### config.mk
export PLATFORM = sky130hd
export DESIGN_NAME = branch_predict_ctrl
export DESIGN_NICKNAME = d
export VERILOG_FILES = /design/src/rtl/branch_predict_ctrl.sv
export SDC_FILE = /design/constraint.sdc
export NUM_CORES = 1
export LEC_CHECK = 0
export ABC_AREA = 0
export CORE_MARGIN = 1
export CORE_UTILIZATION = 35
export CTS_CLUSTER_SIZE = 20
export DETAILED_ROUTE_END_ITERATION = 6
export PLACE_DENSITY_LB_ADDON = 0.25
export SLEW_MARGIN = 20
export SYNTH_ARGS = -nofsm -noshare
export SYNTH_HDL_FRONTEND = slang
export SYNTH_SLANG_ARGS = --single-unit
### constraint.sdc
create_clock -name clk -period 8.2 [get_ports clk]
set_input_delay 2.46 -clock clk [delete_from_list [all_inputs] [get_ports clk]]
set_output_delay 2.46 -clock clk [all_outputs]
set_load 0.005 [all_outputs]
### src/rtl/branch_predict_ctrl.sv
// Static JAL / BHT-based conditional-branch predictor with mispredict redirect and a RUN/RECOVER FSM.
// Optional statistics counters are enabled by defining BRANCH_PREDICT_STATS_EN.
module branch_predict_ctrl #(
  parameter int BHT_ENTRIES    = 16,
  parameter int RECOVER_CYCLES = 1
) (
  input  logic        clk,
  input  logic        reset,
  input  logic [31:0] i_if_pc,
  input  logic [31:0] i_if_instr,
  output logic        o_pred_taken,
  output logic [31:0] o_pred_pc,
  input  logic        i_ex_valid,
  input  logic        i_ex_is_branch,
  input  logic        i_ex_is_jump,
  input  logic [31:0] i_ex_pc,
  input  logic        i_ex_taken,
  input  logic [31:0] i_ex_target,
  input  logic        i_ex_pred_taken,
  input  logic [31:0] i_ex_pred_pc,
  input  logic        i_stall,
  output logic        o_redirect,
  output logic [31:0] o_redirect_pc,
  output logic        o_flush,
  output logic        o_recover
`ifdef BRANCH_PREDICT_STATS_EN
  ,
  output logic [31:0] o_branch_cnt,
  output logic [31:0] o_mispred_cnt
`endif
);

  localparam int IDX_W = $clog2(BHT_ENTRIES);

  typedef enum logic {
    RUN     = 1'b0,
    RECOVER = 1'b1
  } state_t;

  state_t     state_q, state_d;
  logic [2:0] rcnt_q, rcnt_d;
  logic [1:0] bht_q [BHT_ENTRIES];
  logic [1:0] bht_d [BHT_ENTRIES];

  logic [4:0]       opcode;
  logic [31:0]      j_imm, b_imm;
  logic [IDX_W-1:0] rd_idx, wr_idx;
  logic             resolve, mispredict;
  logic             unused_instr_bits;

  assign opcode = i_if_instr[6:2];
  assign j_imm  = {{12{i_if_instr[31]}}, i_if_instr[19:12], i_if_instr[20], i_if_instr[30:21], 1'b0};
  assign b_imm  = {{20{i_if_instr[31]}}, i_if_instr[7], i_if_instr[30:25], i_if_instr[11:8], 1'b0};
  assign rd_idx = i_if_pc[IDX_W+1:2];
  assign wr_idx = i_ex_pc[IDX_W+1:2];
  assign unused_instr_bits = ^i_if_instr[1:0];

  // Reads use the registered table, so a same-cycle update is not visible until the next cycle.
  always_comb begin
    o_pred_taken = 1'b0;
    o_pred_pc    = i_if_pc + 32'd4;
    if (opcode == 5'b11011) begin
      o_pred_taken = 1'b1;
      o_pred_pc    = i_if_pc + j_imm;
    end else if (opcode == 5'b11000) begin
      o_pred_taken = bht_q[rd_idx][1];
      if (bht_q[rd_idx][1]) o_pred_pc = i_if_pc + b_imm;
    end
  end

  assign resolve    = i_ex_valid & (i_ex_is_branch | i_ex_is_jump) & ~i_stall & (state_q == RUN);
  assign mispredict = resolve & ((i_ex_taken != i_ex_pred_taken) |
                                 (i_ex_taken & (i_ex_target != i_ex_pred_pc)));

  always_comb begin
    o_redirect    = 1'b0;
    o_flush       = 1'b0;
    o_redirect_pc = 32'd0;
    if (mispredict) begin
      o_redirect    = 1'b1;
      o_flush       = 1'b1;
      o_redirect_pc = i_ex_taken ? i_ex_target : (i_ex_pc + 32'd4);
    end
  end

  always_comb begin
    for (int i = 0; i < BHT_ENTRIES; i++) bht_d[i] = bht_q[i];
    if (resolve && i_ex_is_branch) begin
      if (i_ex_taken && bht_q[wr_idx] != 2'd3)
        bht_d[wr_idx] = bht_q[wr_idx] + 2'd1;
      else if (!i_ex_taken && bht_q[wr_idx] != 2'd0)
        bht_d[wr_idx] = bht_q[wr_idx] - 2'd1;
    end
  end

  // RECOVER lasts RECOVER_CYCLES cycles and counts down regardless of stall.
  always_comb begin
    state_d = state_q;
    rcnt_d  = rcnt_q;
    case (state_q)
      RUN: begin
        if (mispredict) begin
          state_d = RECOVER;
          rcnt_d  = 3'(RECOVER_CYCLES);
        end
      end
      RECOVER: begin
        if (rcnt_q <= 3'd1) begin
          state_d = RUN;
          rcnt_d  = 3'd0;
        end else begin
          rcnt_d = rcnt_q - 3'd1;
        end
      end
      default: begin
        state_d = RUN;
        rcnt_d  = 3'd0;
      end
    endcase
  end

  assign o_recover = (state_q == RECOVER);

  always_ff @(posedge clk) begin
    if (!reset) begin
      state_q <= RUN;
      rcnt_q  <= 3'd0;
      for (int i = 0; i < BHT_ENTRIES; i++) bht_q[i] <= 2'b01;
    end else begin
      state_q <= state_d;
      rcnt_q  <= rcnt_d;
      for (int i = 0; i < BHT_ENTRIES; i++) bht_q[i] <= bht_d[i];
    end
  end

`ifdef BRANCH_PREDICT_STATS_EN
  logic [31:0] branch_cnt_q, branch_cnt_d;
  logic [31:0] mispred_cnt_q, mispred_cnt_d;

  always_comb begin
    branch_cnt_d  = branch_cnt_q;
    mispred_cnt_d = mispred_cnt_q;
    if (resolve && branch_cnt_q != 32'hFFFF_FFFF)     branch_cnt_d  = branch_cnt_q + 32'd1;
    if (mispredict && mispred_cnt_q != 32'hFFFF_FFFF) mispred_cnt_d = mispred_cnt_q + 32'd1;
  end

  always_ff @(posedge clk) begin
    if (!reset) begin
      branch_cnt_q  <= 32'd0;
      mispred_cnt_q <= 32'd0;
    end else begin
      branch_cnt_q  <= branch_cnt_d;
      mispred_cnt_q <= mispred_cnt_d;
    end
  end

  assign o_branch_cnt  = branch_cnt_q;
  assign o_mispred_cnt = mispred_cnt_q;
`endif

endmodule

==> results of run 1 <==
[worst register-to-register path: cells and delay by family (launching register included)]
family | cells | cell delay [ns]
AND/OR/NAND/NOR | 4 | 0.88
AO/OA/AOI/OAI | 1 | 0.25
multiplexers | 3 | 1.25
flip-flops | 1 | 0.33
adder cells (fa/ha/maj) | 1 | 0.20
[through the flow]
step	instance area (µm²)	power (µW)
6_report	10700	918
5_1_grt	10700	976
4_1_cts	10500	908
3_5_place_dp	10300	682
3_3_place_gp	10300	680
2_1_floorplan	6940	430
[layout make-up]
type                       count  area, µm²
sequential                    36        721
inverter                      23       86.3
tap                          265        332
clock buffer                   5        125
antenna                        1       2.50
timing repair buffer         362       3320
clock inverter                 3       46.3
multi-input combinational    876       6030
fill                        1848       8800
[layout by cell type (no fill, tap or decap), types with 39 or more instances in the layout]
master | netlist | routed
nor2_1 | 109 | 109
buf_4 | 2 | 128
clkdlybuf4s50_1 | 0 | 216
xor2_1 | 74 | 74
ha_1 | 52 | 50
xnor2_1 | 39 | 39
a21oi_1 | 80 | 74
nand2_1 | 120 | 120
o21ai_0 | 60 | 57
nand3_1 | 49 | 49
[logic make-up (layout without fill, tap and decap cells)]
group           count (synthesis)  in the layout
compound gates                283            283
xor+xnor                      113            113
fa+ha+maj                      54             54
buf+inv                        76            393
flops                          36             36
mux                            36             36
other cells                     0              1
simple gates                  390            390
[power groups by stage]
stage          logic [µW]  clock network [µW]  registers, µW
6_report              519                 221            177
5_1_grt               569                 230            177
4_1_cts               508                 222            177
3_5_place_dp          501                   0            181
3_3_place_gp          499                   0            181
2_1_floorplan         249                   0            181
[path summary, 6_finish.rpt]
check | startpoint | cells after the start | end
hold / removal | flip-flop | 2 | flip-flop
setup / recovery | i_if_pc[11] | 13 | o_pred_pc[24]
setup reg to reg | bht_q[15][1] | 9 | flip-flop
hold reg to reg | flip-flop | 2 | flip-flop
[repair_timing]
item | in CTS | in global routing
pin swaps | 3 | 9
cloned | 0 | 0
setup endpoints to repair | 18 | 8
hold endpoints to repair | 0 | 0
gates resized for setup | 24 | 22
buffers inserted | 0 | 4
[routing by layer]
metal,vias to the layer above,global-route usage
li1,4253,-
met1,3868,0.305
met2,257,0.454
met3,38,0.0315
met4,0,0.0645
met5,-,0
==> results_dict.tcl, run 1 <==
set metrics [dict create \
    run_status "finished, final reports clean" \
    ys.flop_type "dfxtp_1" \
    tns_ns 0 \
    reg2reg_setup_slack_ns 5.15 \
    synthTopCellsByCount "nand2_1, nor2_1, a21oi_1, xor2_1, o21ai_0" \
    die_area_um2 20400 \
    synth_top_cell_area_share 0.104 \
    cpPeakStageDelay_ns 0.46 \
    synthMuxAreaShare 0.0778 \
    cts_tree "built" \
    crit_family "compound AO/OA/AOI/OAI gates" \
    hpwl_um 20500 \
    min_period_ns 8.12 \
    power.density_nw_per_um2 86.1 \
    routed_wl_um 25200 \
    die_w_um 143 \
    wl_met2_um 12700 \
    cp_cell_sequence "clkdlybuf4s50_1 > ha_1 > a211oi_2 > o211ai_1 > a21oi_2 > and4bb_2 > o41ai_4 > buf_4 > buf_4 > o21bai_1 > xnor2_1 > a211o_1 > clkdlybuf4s50_1" \
    end_kind "primary output" \
    instances_no_fill 1571 \
    rsz0062_at_grt "yes" \
    hold_viol_final 0 \
    yosys.area.top_type "dfxtp_1" \
    syn-instance-count 988 \
    fin_crit_sh 0.991 \
    slowest_stage "clkdlybuf4s50_1" \
    p_comb_frac 0.566 \
    layout_setup_ws_ns 0.0756 \
    p_switching_uw 324 \
    drcViolationCount 0 \
    wl_per_cell_um 16.0 \
    p_seq_frac 0.193 \
    p_clk_frac 0.241 \
    setup_viol 0 \
    critical_path.max_fanout 4 \
    first_iter_violations 525 \
    synth_edf_count 0 \
    grt_max_degree 46 \
    yosysWarnings 0 \
    syn_avg_cell_area_um2 7.03 \
    synth_fa_ha_area_frac 0.0995 \
    synth-seq-cells 36 \
    pin_count 236 \
    cp.required_ns 5.74 \
    critPathArrivalTime_ns 5.66 \
    async_reset_ff_frac 0 \
    syn2layout_area_growth_pct 53.5 \
    clock.fmax_mhz 123 \
    path_buf_inv 4 \
    vias 8416 \
    grt-ovfl-total 0 \
    routed.top_layer "met4" \
    p_leak_uw 0.00424 \
    clk_pin_slew_ns 0.06 \
    port_buffers 231 \
    std_cell_rows 51 \
    root_buffer "clkbuf_16" \
    wl_met1_um 10700 \
    grt_pass1_wl_um 40600 \
    clock_latency_ns 0.29 \
    p_sw_frac 0.353 \
    firstDrtPassIters 5 \
    final_core_util 0.548 \
    startpoint_type "input pin" \
    die_height_um 143 \
    final_net_count 1526 \
    place_inst 1558 \
    hold_ws_ns 0.471 \
    initial_core_util 0.357 \
    ir_drop_uv 88.9 \
    synth_cell_types 71 \
    worst_slew_pin_slew_ns 0.595 \
    fp.coreArea_um2 19500 \
    synthesis.area_um2 6940 \
    preCtsSetupSlack_ns -0.268 \
    viasPerCell 5.36 \
    skew_ns 0.00475 \
    h-tree-depth 2 \
    synth_compound_gate_area_share 0.266 \
    wl_met3_um 1290 \
    synth_top_cells_by_area "dfxtp_1, ha_1, xor2_1, nand2_1, nor2_1" \
    synth_top_family_by_area "compound AO/OA/AOI/OAI gates" \
    cts_buffers 5 \
    seq_area_frac_synth 0.104 \
    synth_nets 1210 \
    hold_buffers 0 \
    post-synth-top-count-cell "nand2_1" \
    cap_violations 0 \
    cts_buffer_depth 2 \
    postRouteAntennaNets 0 \
    antenna_found_initial 1 \
    drive_gt1_frac 0.150 \
    p_int_uw 594 \
    grt_pass1_vias 8228 \
    synth-xor-area-share 0.143 \
    gp_congestion 0.917 \
    clkSinkCount 36 \
    min_path_type "reg -> reg" \
    slew_violations 0 \
    path_class "in -> out" \
    relSlewSlack 0.603 \
    yosys.area_share.simple 0.263 \
    grt.total_usage 0.249 \
]
(Power assumes the default switching activity.)
==> inputs of run 2 (changes only) <==
MAX_ROUTING_LAYER = met4   (was unset)
==> results_dict.tcl, run 2 (synthesized netlist as in run 1, its figures left out) <==
set metrics [dict create \
    critPathArrivalTime_ns 5.63 \
    final_common_cell "clkdlybuf4s50_1" \
    clock_latency_ns 0.28 \
    cts_tree "built" \
    ir_drop_uv 70.4 \
    cts_buffer_depth 2 \
    port_buffers 231 \
    worst_slew_pin_slew_ns 0.589 \
    h-tree-depth 2 \
    viasPerCell 5.35 \
    first_iter_violations 529 \
    firstDrtPassIters 5 \
    min_period_ns 8.09 \
    preCtsSetupSlack_ns -0.216 \
    drcViolationCount 0 \
    p_leak_uw 0.00422 \
    wl_met3_um 1220 \
    clk_pin_slew_ns 0.05 \
    regToRegStartpoint "bht_q[14][1]" \
    power.density_nw_per_um2 83.8 \
    die_height_um 143 \
    syn2layout_area_growth_pct 52.4 \
    vias 8387 \
    die_area_um2 20400 \
    antenna_cells 0 \
    run_status "finished, final reports clean" \
    root_buffer "clkbuf_16" \
    whs_path_depth 2 \
    wl_per_cell_um 16.1 \
    path_class "in -> out" \
    wl_met2_um 12700 \
    hpwl_um 20500 \
    startpoint_type "input pin" \
    critical_path.max_fanout 4 \
    clkSinkCount 36 \
    slew_violations 0 \
    grt_max_degree 37 \
    grt-ovfl-total 0 \
    final_net_count 1523 \
    relSlewSlack 0.607 \
    grt_pass1_vias 8145 \
    drive_gt1_frac 0.144 \
    die_w_um 143 \
    final_core_util 0.544 \
    grt.total_usage 0.252 \
    skew_ns 0.00358 \
    clock.fmax_mhz 124 \
    cap_violations 0 \
    hold_viol_final 0 \
    fin_crit_sh 0.987 \
    cp.required_ns 5.74 \
    wl_met1_um 10900 \
    routed.top_layer "met4" \
    final_cell_mix "clkdlybuf4s50_1, buf_4, nand2_1" \
    fp.coreArea_um2 19500 \
    grt_pass1_wl_um 40100 \
    end_kind "primary output" \
    initial_core_util 0.357 \
    rr_worst_depth 9 \
    pin_count 236 \
    routed_wl_um 25200 \
    gp_congestion 0.930 \
    postRouteAntennaNets 0 \
    layout_setup_ws_ns 0.109 \
    setup_viol 0 \
    antenna_found_initial 0 \
    reg2reg_setup_slack_ns 5.16 \
    hold_buffers 0 \
    std_cell_rows 51 \
    cts_buffers 5 \
    min_path_type "reg -> reg" \
]
==> run 2: worst max-delay path, cell delays in order <==
cell	delay [ns]
clkdlybuf4s50_1	0.42
ha_1	0.32
a21o_1	0.22
a211o_1	0.32
o21ai_4	0.21
o21bai_1	0.09
buf_4	0.15
a221o_1	0.38
a21boi_2	0.17
xnor2_1	0.13
o221a_2	0.23
clkdlybuf4s50_1	0.51
==> run 2: through the flow <==
| step | cell area, µm² | total power, µW | hold WS [ns] | instances | setup TNS, ns |
|---|---|---|---|---|---|
| after CTS | 10500 | 880 | 0.472 | 1566 | 0 |
| after global placement | 10300 | 680 | 0.449 | 1555 | -1.56 |
| after floorplan | 6940 | 430 | 0.436 | 988 | 0 |
| final | 10600 | 887 | 0.475 | 1567 | 0 |
| after global routing | 10600 | 943 | 0.498 | 1567 | -0.0110 |
| after detailed placement | 10300 | 683 | 0.458 | 1555 | -1.68 |
==> run 2: worst max path at each step <==
stage | startpoint | end | slack, ns | depth (start not counted)
after floorplan | i_if_pc[6] | o_pred_pc[29] | 1.07 | 10
after global placement | i_if_pc[2] | o_pred_pc[26] | -0.19 | 13
after detailed placement | i_if_pc[2] | o_pred_pc[29] | -0.22 | 13
after CTS | i_if_instr[21] | o_pred_pc[25] | 0.05 | 16
after global routing | i_if_pc[6] | o_pred_pc[23] | -0.01 | 12
final | i_if_pc[6] | o_pred_pc[23] | 0.11 | 12
==> run 2: final cells by class <==
| cell class | instances | area [µm²] |
|---|---|---|
| multi-input combinational | 876 | 5990 |
| clock inverter | 1 | 7.51 |
| inverter | 23 | 86.3 |
| clock buffer | 7 | 143 |
| timing repair buffer | 359 | 3300 |
| fill | 1919 | 8880 |
| sequential | 36 | 721 |
| tap | 265 | 332 |
==> run 2: power by group <==
group          total [µW]  internal (µW)  switching, µW
Sequential            177            176           1.01
Clock                 193            121           72.0
Combinational         517            272            245
Total                 887            569            318
==> run 2: what timing repair did <==
item	4_1_cts	5_1_grt
resized for setup	18	21
endpoints found under the setup margin	17	12
buffers inserted	3	1
pin swaps	4	7
==> run 2: layer usage <==
metal,global-route usage,vias up
met5,-,-
met4,0.0498,0
met3,0.0221,27
met2,0.453,274
met1,0.305,3838
li1,-,4248
